`src/rtl/mc_ctrl_if.sv`:
```
// Control bundle between the multi-cycle MIPS controller and its datapath.
// The controller drives ALU op, mux selects and strobes; the datapath
// returns the decoded IR fields and the ALU zero flag.
interface mc_ctrl_if #(
  parameter int CNT_W = 32
);
  logic [5:0]       opcode;
  logic [5:0]       funct;
  logic             zero;
  logic [2:0]       alu_ctrl;
  logic             alu_src_a;
  logic [1:0]       alu_src_b;
  logic [1:0]       pc_src;
  logic             pc_en;
  logic             i_or_d;
  logic             mem_read;
  logic             mem_write;
  logic             ir_write;
  logic             reg_dst;
  logic             mem_to_reg;
  logic             reg_write;
  logic             instr_done;
  logic [CNT_W-1:0] instr_count;

  modport master (
    input  opcode, funct, zero,
    output alu_ctrl, alu_src_a, alu_src_b, pc_src, pc_en, i_or_d,
           mem_read, mem_write, ir_write, reg_dst, mem_to_reg, reg_write,
           instr_done, instr_count
  );

  modport slave (
    output opcode, funct, zero,
    input  alu_ctrl, alu_src_a, alu_src_b, pc_src, pc_en, i_or_d,
           mem_read, mem_write, ir_write, reg_dst, mem_to_reg, reg_write,
           instr_done, instr_count
  );
endinterface

```
`src/rtl/mc_ctrl.sv`:
```
// Multi-cycle MIPS control unit: Moore FSM sequencing fetch / decode /
// execute / memory / writeback, plus a retired-instruction counter.
// Per-state outputs are registered from the next-state decode; only
// pc_en in BRANCH (taken on zero) and instr_done in DECODE (unknown
// opcode) are combinational, because their inputs are only valid in the
// state itself. rst forces every output to its idle value.
module mc_ctrl #(
  parameter int CNT_W = 32
) (
  input  logic     clk,
  input  logic     rst,
  mc_ctrl_if.master bus
);

  localparam logic [2:0] ALU_AND = 3'b000;
  localparam logic [2:0] ALU_OR  = 3'b001;
  localparam logic [2:0] ALU_ADD = 3'b010;
  localparam logic [2:0] ALU_SUB = 3'b110;
  localparam logic [2:0] ALU_SLT = 3'b111;
  localparam logic [2:0] ALU_OFF = 3'b100;

  localparam logic [5:0] OP_R    = 6'b000000;
  localparam logic [5:0] OP_LW   = 6'b100011;
  localparam logic [5:0] OP_SW   = 6'b101011;
  localparam logic [5:0] OP_BEQ  = 6'b000100;
  localparam logic [5:0] OP_J    = 6'b000010;
  localparam logic [5:0] OP_ADDI = 6'b001000;

  typedef enum logic [3:0] {
    S_FETCH, S_DECODE, S_MEM_ADDR, S_MEM_READ, S_MEM_WB, S_MEM_WRITE,
    S_EXECUTE, S_ALU_WB, S_ADDI_EXEC, S_ADDI_WB, S_BRANCH, S_JUMP
  } state_t;

  typedef struct packed {
    logic [2:0] alu_ctrl;
    logic       alu_src_a;
    logic [1:0] alu_src_b;
    logic [1:0] pc_src;
    logic       pc_en;
    logic       i_or_d;
    logic       mem_read;
    logic       mem_write;
    logic       ir_write;
    logic       reg_dst;
    logic       mem_to_reg;
    logic       reg_write;
    logic       instr_done;
  } ctrl_t;

  // R-type funct to ALU op; anything unrecognised turns the ALU off.
  function automatic logic [2:0] funct_alu(input logic [5:0] f);
    case (f)
      6'b100000: return ALU_ADD;
      6'b100010: return ALU_SUB;
      6'b100100: return ALU_AND;
      6'b100101: return ALU_OR;
      6'b101010: return ALU_SLT;
      default:   return ALU_OFF;
    endcase
  endfunction

  function automatic logic opcode_known(input logic [5:0] op);
    return (op == OP_R) || (op == OP_LW) || (op == OP_SW) ||
           (op == OP_BEQ) || (op == OP_J) || (op == OP_ADDI);
  endfunction

  function automatic state_t next_state(input state_t s, input logic [5:0] op);
    case (s)
      S_FETCH:     return S_DECODE;
      S_DECODE:
        case (op)
          OP_R:          return S_EXECUTE;
          OP_LW, OP_SW:  return S_MEM_ADDR;
          OP_ADDI:       return S_ADDI_EXEC;
          OP_BEQ:        return S_BRANCH;
          OP_J:          return S_JUMP;
          default:       return S_FETCH;
        endcase
      S_MEM_ADDR:  return (op == OP_LW) ? S_MEM_READ : S_MEM_WRITE;
      S_MEM_READ:  return S_MEM_WB;
      S_EXECUTE:   return S_ALU_WB;
      S_ADDI_EXEC: return S_ADDI_WB;
      default:     return S_FETCH;
    endcase
  endfunction

  // Output word for a state; funct only matters for EXECUTE / ALU_WB.
  function automatic ctrl_t state_ctrl(input state_t s, input logic [5:0] f);
    ctrl_t c;
    // NOTE: every field gets an idle default before the case so no path
    // leaves a field unassigned.
    c          = '0;
    c.alu_ctrl = ALU_OFF;
    case (s)
      S_FETCH: begin
        c.mem_read  = 1'b1;
        c.ir_write  = 1'b1;
        c.alu_src_b = 2'd1;
        c.alu_ctrl  = ALU_ADD;
        c.pc_en     = 1'b1;
      end
      S_DECODE: begin
        c.alu_src_b = 2'd3;
        c.alu_ctrl  = ALU_ADD;
      end
      S_MEM_ADDR: begin
        c.alu_src_a = 1'b1;
        c.alu_src_b = 2'd2;
        c.alu_ctrl  = ALU_ADD;
      end
      S_MEM_READ: begin
        c.mem_read = 1'b1;
        c.i_or_d   = 1'b1;
      end
      S_MEM_WB: begin
        c.reg_write  = 1'b1;
        c.mem_to_reg = 1'b1;
        c.instr_done = 1'b1;
      end
      S_MEM_WRITE: begin
        c.mem_write  = 1'b1;
        c.i_or_d     = 1'b1;
        c.instr_done = 1'b1;
      end
      S_EXECUTE: begin
        c.alu_src_a = 1'b1;
        c.alu_ctrl  = funct_alu(f);
      end
      S_ALU_WB: begin
        c.reg_write  = (funct_alu(f) != ALU_OFF);
        c.reg_dst    = 1'b1;
        c.instr_done = 1'b1;
      end
      S_ADDI_EXEC: begin
        c.alu_src_a = 1'b1;
        c.alu_src_b = 2'd2;
        c.alu_ctrl  = ALU_ADD;
      end
      S_ADDI_WB: begin
        c.reg_write  = 1'b1;
        c.instr_done = 1'b1;
      end
      S_BRANCH: begin
        c.alu_src_a  = 1'b1;
        c.alu_ctrl   = ALU_SUB;
        c.pc_src     = 2'd1;
        c.instr_done = 1'b1;
      end
      S_JUMP: begin
        c.pc_src     = 2'd2;
        c.pc_en      = 1'b1;
        c.instr_done = 1'b1;
      end
      default: ;
    endcase
    return c;
  endfunction

  state_t           state;
  ctrl_t            ctrl_q;
  logic [CNT_W-1:0] count;
  logic             done;

  assign done = !rst && (ctrl_q.instr_done ||
                         (state == S_DECODE && !opcode_known(bus.opcode)));

  // State, registered output word for the state being entered, and counter.
  always_ff @(posedge clk) begin
    // NOTE: sequential state uses non-blocking assignments so every register
    // samples pre-edge values, independent of statement order.
    if (rst) begin
      state  <= S_FETCH;
      ctrl_q <= state_ctrl(S_FETCH, bus.funct);
      count  <= '0;
    end else begin
      state  <= next_state(state, bus.opcode);
      ctrl_q <= state_ctrl(next_state(state, bus.opcode), bus.funct);
      if (done) count <= count + 1'b1;
    end
  end

  assign bus.alu_ctrl    = rst ? ALU_OFF : ctrl_q.alu_ctrl;
  assign bus.alu_src_a   = !rst && ctrl_q.alu_src_a;
  assign bus.alu_src_b   = rst ? 2'd0 : ctrl_q.alu_src_b;
  assign bus.pc_src      = rst ? 2'd0 : ctrl_q.pc_src;
  assign bus.pc_en       = !rst && (ctrl_q.pc_en || (state == S_BRANCH && bus.zero));
  assign bus.i_or_d      = !rst && ctrl_q.i_or_d;
  assign bus.mem_read    = !rst && ctrl_q.mem_read;
  assign bus.mem_write   = !rst && ctrl_q.mem_write;
  assign bus.ir_write    = !rst && ctrl_q.ir_write;
  assign bus.reg_dst     = !rst && ctrl_q.reg_dst;
  assign bus.mem_to_reg  = !rst && ctrl_q.mem_to_reg;
  assign bus.reg_write   = !rst && ctrl_q.reg_write;
  assign bus.instr_done  = done;
  assign bus.instr_count = count;

endmodule

```
`src/flat_wrapper.sv`:
```
// flat-port wrapper written by rule: the top's interface ports become plain ports
module mc_ctrl_flat 
#(
  parameter int CNT_W = 32
)
  (clk, rst, bus_opcode, bus_funct, bus_zero, bus_alu_ctrl, bus_alu_src_a, bus_alu_src_b, bus_pc_src, bus_pc_en, bus_i_or_d, bus_mem_read, bus_mem_write, bus_ir_write, bus_reg_dst, bus_mem_to_reg, bus_reg_write, bus_instr_done, bus_instr_count);
  mc_ctrl_if #(.CNT_W(CNT_W)) bus_i ();
  input  logic clk;
  input  logic rst;
  input wire logic [$bits(bus_i.opcode)-1:0] bus_opcode;
  input wire logic [$bits(bus_i.funct)-1:0] bus_funct;
  input wire logic [$bits(bus_i.zero)-1:0] bus_zero;
  output wire logic [$bits(bus_i.alu_ctrl)-1:0] bus_alu_ctrl;
  output wire logic [$bits(bus_i.alu_src_a)-1:0] bus_alu_src_a;
  output wire logic [$bits(bus_i.alu_src_b)-1:0] bus_alu_src_b;
  output wire logic [$bits(bus_i.pc_src)-1:0] bus_pc_src;
  output wire logic [$bits(bus_i.pc_en)-1:0] bus_pc_en;
  output wire logic [$bits(bus_i.i_or_d)-1:0] bus_i_or_d;
  output wire logic [$bits(bus_i.mem_read)-1:0] bus_mem_read;
  output wire logic [$bits(bus_i.mem_write)-1:0] bus_mem_write;
  output wire logic [$bits(bus_i.ir_write)-1:0] bus_ir_write;
  output wire logic [$bits(bus_i.reg_dst)-1:0] bus_reg_dst;
  output wire logic [$bits(bus_i.mem_to_reg)-1:0] bus_mem_to_reg;
  output wire logic [$bits(bus_i.reg_write)-1:0] bus_reg_write;
  output wire logic [$bits(bus_i.instr_done)-1:0] bus_instr_done;
  output wire logic [$bits(bus_i.instr_count)-1:0] bus_instr_count;
  assign bus_i.opcode = bus_opcode;
  assign bus_i.funct = bus_funct;
  assign bus_i.zero = bus_zero;
  assign bus_alu_ctrl = bus_i.alu_ctrl;
  assign bus_alu_src_a = bus_i.alu_src_a;
  assign bus_alu_src_b = bus_i.alu_src_b;
  assign bus_pc_src = bus_i.pc_src;
  assign bus_pc_en = bus_i.pc_en;
  assign bus_i_or_d = bus_i.i_or_d;
  assign bus_mem_read = bus_i.mem_read;
  assign bus_mem_write = bus_i.mem_write;
  assign bus_ir_write = bus_i.ir_write;
  assign bus_reg_dst = bus_i.reg_dst;
  assign bus_mem_to_reg = bus_i.mem_to_reg;
  assign bus_reg_write = bus_i.reg_write;
  assign bus_instr_done = bus_i.instr_done;
  assign bus_instr_count = bus_i.instr_count;
  mc_ctrl #(.CNT_W(CNT_W)) u_core (.clk(clk), .rst(rst), .bus(bus_i));
endmodule
```
`config.mk`:
```
export PLATFORM = sky130hd
export DESIGN_NAME = mc_ctrl_flat
export DESIGN_NICKNAME = d
export VERILOG_FILES = /design/src/rtl/mc_ctrl_if.sv /design/src/rtl/mc_ctrl.sv /design/src/flat_wrapper.sv
export SDC_FILE = /design/constraint.sdc
export NUM_CORES = 1
export LEC_CHECK = 0
export ABC_AREA = 1
export BUFFER_PORTS_ARGS = -buffer_cell sky130_fd_sc_hd__buf_4
export CELL_PAD_IN_SITES_DETAIL_PLACEMENT = 0
export CELL_PAD_IN_SITES_GLOBAL_PLACEMENT = 1
export CORE_UTILIZATION = 33
export DETAILED_ROUTE_END_ITERATION = 10
export PLACE_DENSITY_LB_ADDON = 0.1
export SYNTH_ARGS = -nofsm -noshare
export SYNTH_HDL_FRONTEND = slang
export SYNTH_SLANG_ARGS = --single-unit
```
`constraint.sdc`:
```
create_clock -name clk -period 2.8 [get_ports clk]
set_input_delay 0.28 -clock clk [delete_from_list [all_inputs] [get_ports clk]]
set_output_delay 0.28 -clock clk [all_outputs]
set_load 0.01 [all_outputs]
```
==> results of run 1 <==
-- Yosys cell counts (2+ instances only) --
master,n,area [sq um]
inv_2,5,18.8
buf_2,3,15.0
xnor2_1,6,52.6
nand4_1,10,62.6
a21oi_1,31,155
nand3_1,18,90.1
o21ai_0,11,55.1
nor2_2,2,12.5
nand2_2,3,18.8
buf_6,2,22.5
nand3_2,3,30.0
nor3_1,15,75.1
a31oi_1,2,12.5
nand3b_1,2,15.0
clkbuf_1,4,15.0
nor2_4,3,33.8
buf_1,3,11.3
inv_1,56,210
dfxtp_1,53,1060
nand2_1,135,507
nor4_1,2,12.5
nor2_1,85,319
xor2_1,12,105
or2_2,4,25.0
-- layer usage --
metal	routed length, um	global-route usage, %	share of wire [%]	up-vias
met5	0	0	0	-
met2	3390	26.8	40	52
met1	4820	28.4	56	1382
met3	299	2.58	3.5	4
met4	48	3.15	0.56	0
li1	-	-	-	1632
-- how the worst max path moves through the flow --
stage / from / end / slack, ps / depth (start not counted)
after floorplan: u_core.bus.instr_count[0] / u_core.bus.instr_count[18] / 1120 / 10
after global placement: bus_opcode[5] / bus_instr_done / 850 / 8
after detailed placement: bus_opcode[5] / bus_instr_done / 810 / 8
after CTS: u_core.state[3] / bus_instr_done / 670 / 8
after global routing: u_core.state[3] / bus_instr_done / 550 / 8
final: u_core.state[3] / bus_instr_done / 710 / 8
-- critical path, stage by stage (launching register included) --
cell	delay, ps
dfxtp_1	390
nor2_4	160
nand3_2	110
inv_2	90
nand2_2	60
o21bai_4	150
nand2_2	80
clkinv_2	260
buf_4	190
-- per-stage QoR --
| stage | utilization [%] | power (mW) | std cells |
|---|---|---|---|
| 2_1_floorplan | - | 0.899 | 481 |
| 3_3_place_gp | 41.1 | 0.962 | 644 |
| 3_5_place_dp | 41.1 | 0.963 | 644 |
| 4_1_cts | 42.1 | 1.42 | 652 |
| 5_1_grt | 42.1 | 1.47 | 652 |
| 6_report | 42.1 | 1.40 | 652 |
-- final cells by class --
class | instances | area share (%)
multi-input combinational | 354 | 45.4
sequential | 53 | 28.6
timing repair buffer | 67 | 13.6
inverter | 62 | 6.31
tap | 108 | 3.64
clock buffer | 5 | 1.85
clock inverter | 3 | 0.675
-- flip-flops by register name, summed over array words and instances (netlist names) --
| register | flops |
|---|---|
| u_core.bus.instr_count | 32 |
| u_core.ctrl_q | 17 |
| u_core.state | 4 |
-- power groups by stage --
stage	clock, mW	combinational (mW)	sequential (mW)
final	0.454	0.164	0.780
after global routing	0.501	0.186	0.783
after CTS	0.474	0.166	0.780
after detailed placement	0	0.165	0.798
after global placement	0	0.164	0.797
after floorplan	0	0.102	0.797
-- logic make-up (layout without fill, tap and decap cells) --
group / count (synthesis) / in the layout / share of synthesized area [%]
xor+xnor: 18 / 18 / 5.18
fa+ha+maj: 1 / 1 / 0.411
simple gates: 285 / 285 / 40.1
flops: 53 / 53 / 34.9
buf+inv: 74 / 137 / 9.79
compound gates: 50 / 50 / 9.58
-- cells in the final DEF, fill, tap and decap left out, drive strengths merged --
cell type / instances
a211oi: 1
a21oi: 32
a31oi: 2
a41oi: 1
and3: 1
buf: 67
clkbuf: 5
clkinv: 2
clkinvlp: 1
dfxtp: 53
ha: 1
inv: 62
nand2: 138
nand3: 21
nand3b: 2
nand4: 10
nor2: 90
nor3: 15
nor3b: 1
nor4: 2
o2111ai: 1
o21ai: 11
o21bai: 1
o311ai: 1
or2: 5
xnor2: 6
xor2: 12
==> flow_metrics.tcl, run 1 <==
set metrics [dict create \
    reg2reg_slack_ps 910 \
    syn-instance-count 481 \
    cts_buffers 5 \
    gp_congestion 0.881 \
    hold_viol 0 \
    pre_cts_ws_ps 808 \
    layout_setup_ws_ps 712 \
    dp.final_hpwl_um 6630 \
    clkLatencyLatePin_ps 310 \
    finalCritPeriodShare_pct 74.6 \
    cts_resized 0 \
    synth_edf_count 0 \
    finalSetupTns_ps 0 \
    worst_pin_slew_ps 805 \
    cts.sinks 53 \
    r2r_start "u_core.bus.instr_count[0]" \
    drt_iter0_drc 143 \
    nNetsFinal 559 \
    vias 3070 \
    nFillCells 1002 \
    cp.arrival_ps 1810 \
    grt_overflow 0 \
    seq_power_share_pct 55.8 \
    grt_max_degree 29 \
    grt_pass1_vias 2792 \
    yosysSeqAreaShare_pct 34.9 \
    slew_violations 0 \
    num_antenna_cells 0 \
    worstRegToRegCells 10 \
    max-vdd-ir-drop_mv 0.191 \
    leakage_nw 1.57 \
    die_w_um 98.0 \
    ys_types 35 \
    syn-num-nets 497 \
    status "finished, violations left" \
    vias_per_cell 4.71 \
    slew_headroom_pct 45.6 \
    clk_transition_reported_paths_ps 100 \
    power_frac_comb_pct 11.7 \
    area_growth_pct 22.0 \
    core-area_sq_um 8810 \
    synthArstFlopShare_pct 0 \
    antenna_found_initial 0 \
    ios 64 \
    synth-seq-cells 53 \
    holdCritStartpoint "bus_funct[3]" \
    maxClockFrequency_mhz 479 \
    start_util_pct 34.5 \
    die_h_um 98.0 \
    power_switching_mw 0.386 \
    swShare_pct 27.6 \
    cp_max_fo 24 \
    endpoint_kind "primary output" \
    synth_ff_type "dfxtp_1" \
    p_clk_share_pct 32.4 \
    fin_skew_ps 8.29 \
    grt_pass1_wl_um 14200 \
    die-area_sq_um 9600 \
    cp.required_ps 2520 \
    fin_area_sq_um 3710 \
    cts_max_level 2 \
    drv_cap 0 \
    period_needed_ps 2090 \
    cts_root_buffer "clkbuf_8" \
    track_usage_pct 18.3 \
    seqCellArea_sq_um 1060 \
    hold_depth 4 \
    min_to "u_core.ctrl_q[15]" \
    cts_buffer_depth 2 \
    cts_tree "built" \
    yosysWarnings 0 \
    violations "design-rule violations" \
    hold_slack_ps 330 \
    dpl_cell_area_sq_um 3620 \
    hold_class "in -> reg" \
    syn_avg_cell_area_sq_um 6.32 \
    hold_buffers 0 \
    setup_violations 0 \
    synth_area_sq_um 3040 \
    cts_setup_buffers 0 \
    crit_type "reg -> out" \
    reg2reg_to "u_core.bus.instr_count[18]" \
    multi_input_area_sq_um 1680 \
    drive_gt1_share_pct 18.0 \
    drt-total-wl_um 8550 \
    cp-start-kind "register" \
    p_per_area_nw_per_um2 377 \
    p_int_mw 1.01 \
    numPortBuffers 63 \
    drc 4 \
    drtAntennaViolNets 0 \
    rows 34 \
    rsz0062_at_grt "false" \
    wl_per_cell_um 13.1 \
    drt-pass1-iter-count 7 \
]
Power figures use the tool's default switching activity.
==> inputs of run 2 (changes only) <==
Clock period 2.8 ns to 2 ns, I/O delays scaled along.
==> run 2 against run 1 <==
  * The flow still finishes with violations (design-rule violations)
  * Design area rose by 1.3%
  * Via count decreased by 0.88%
  * Utilization up 0.55 points
  * Final cell count grew 0.77%
  * Non-clock buffer count increased by 5
  * Global-route usage down 0.17 points
  * First-iteration DRC count is 9.1% lower
  * Critical path depth stayed put
  * Routed wire length shrank 1.9%
  * Sequential cell count did not move
  * Sequential power grew 40%
  * Largest cell class unchanged
  * Largest power group unchanged
==> flow_metrics.tcl, run 2 (synthesis results as in run 1) <==
set metrics [dict create \
    status "finished, violations left" \
    violations "design-rule violations" \
    start_util_pct 34.5 \
    pre_cts_ws_ps 150 \
    ios 64 \
    grt_pass1_wl_um 14000 \
    grt_max_degree 31 \
    drv_cap 0 \
    cts_setup_buffers 0 \
    die_h_um 98.0 \
    die-area_sq_um 9600 \
    hold_viol 0 \
    layout_setup_ws_ps 144 \
    drive_gt1_share_pct 18.8 \
    p_per_area_nw_per_um2 527 \
    grt_pass1_vias 2793 \
    vias_per_cell 4.63 \
    clkLatencyLatePin_ps 310 \
    clk_transition_reported_paths_ps 100 \
    rows 34 \
    cts_buffers 5 \
    worstRegToRegCells 10 \
    dp.final_hpwl_um 6470 \
    slew_violations 0 \
    worst_pin_slew_ps 394 \
    gp_congestion 0.802 \
    drt_iter0_drc 130 \
    setup_violations 0 \
    hold_depth 2 \
    drt-total-wl_um 8390 \
    vias 3043 \
    crit_type "reg -> out" \
    core-area_sq_um 8810 \
    cp.required_ps 1800 \
    cts_root_buffer "clkbuf_8" \
    endpoint_kind "primary output" \
    finalCritPeriodShare_pct 92.8 \
    finalSetupTns_ps 0 \
    cp.arrival_ps 1660 \
    numPlacedInstances 649 \
    utilization_pct 42.7 \
    area_growth_pct 23.6 \
    cts_tree "built" \
    cts.sinks 53 \
    hold_slack_ps 220 \
    slew_headroom_pct 73.4 \
    cp_max_fo 24 \
    cp-start-kind "register" \
    antenna_found_initial 0 \
    cts_max_level 2 \
    leakage_nw 1.59 \
    maxClockFrequency_mhz 539 \
    drt-pass1-iter-count 7 \
    die_w_um 98.0 \
    rsz0062_at_grt "false" \
    drtAntennaViolNets 0 \
    stdcell_count 657 \
    cts_buffer_depth 2 \
    nNetsFinal 564 \
    hold_class "in -> reg" \
    period_needed_ps 1860 \
    fin_skew_ps 4.85 \
    drc 4 \
    track_usage_pct 18.1 \
    hold_buffers 0 \
    largest_reg_flops 32 \
    max-vdd-ir-drop_mv 0.328 \
    mostFrequentLayoutCell "nand2_1" \
    layout.cells.most_common_list "nand2_1, nor2_1, buf_4" \
    wl_per_cell_um 12.8 \
    grt_overflow 0 \
    num_antenna_cells 0 \
    numPortBuffers 63 \
]
[run 2: changes by cell type in the layout (fill, tap and decap cells not counted)]
cell	previous run	this run
clkinv_4	1	0
clkinv_2	1	0
clkinv_8	0	1
inv_6	1	2
buf_4	67	72
[run 2: timing repair]
item / CTS / global route
endpoints found under the setup margin: 1 / 1
resized for setup: 1 / 2
pin swaps: 0 / 0
[run 2: metrics by stage]
step | power [mW] | area [sq um]
detailed placement | 1.35 | 3650
floorplan | 1.26 | 3040
CTS | 2.02 | 3750
global placement | 1.35 | 3650
finish | 1.98 | 3760
global route | 2.09 | 3760
[run 2: worst paths after layout]
| kind | from | slack [ps] | endpoint |
|---|---|---|---|
| max reg2reg | u_core.bus.instr_count[0] | 250 | u_core.bus.instr_count[18] |
| max | u_core.state[3] | 140 | bus_instr_done |
| min | rst | 220 | u_core.state[2] |
| min reg2reg | u_core.bus.instr_count[31] | 510 | u_core.bus.instr_count[31] |
[run 2: area by class of cell]
class,instances,area [sq um]
Clock inverter,3,25.0
Fill cell,1011,5050
Tap cell,108,135
Clock buffer,5,68.8
Sequential cell,53,1060
Multi-Input combinational cell,354,1680
Inverter,62,245
Timing Repair Buffer,72,541
[run 2: report_power, final]
part / total (mW) / internal [mW] / switching, mW
logic: 0.245 / 0.0958 / 0.149
registers: 1.09 / 1.08 / 0.0118
clock network: 0.649 / 0.256 / 0.393
[run 2: worst max-delay path, cell delays in order, from the launching register on]
cell      delay (ps)
dfxtp_1          400
nor2_4           160
nand3_2          120
inv_2             90
nand2_2           60
o21bai_4         120
nand2_2          120
clkinv_8         130
buf_4            140
[run 2: layer usage]
metal / routed length, um / global-route usage [%] / part of all wire, % / up-vias
li1: - / - / - / 1639
met1: 4460 / 28.1 / 53 / 1328
met2: 3400 / 25.8 / 41 / 72
met3: 457 / 3.01 / 5.4 / 4
met4: 61 / 4.20 / 0.73 / 0
met5: 0 / 0 / 0 / -
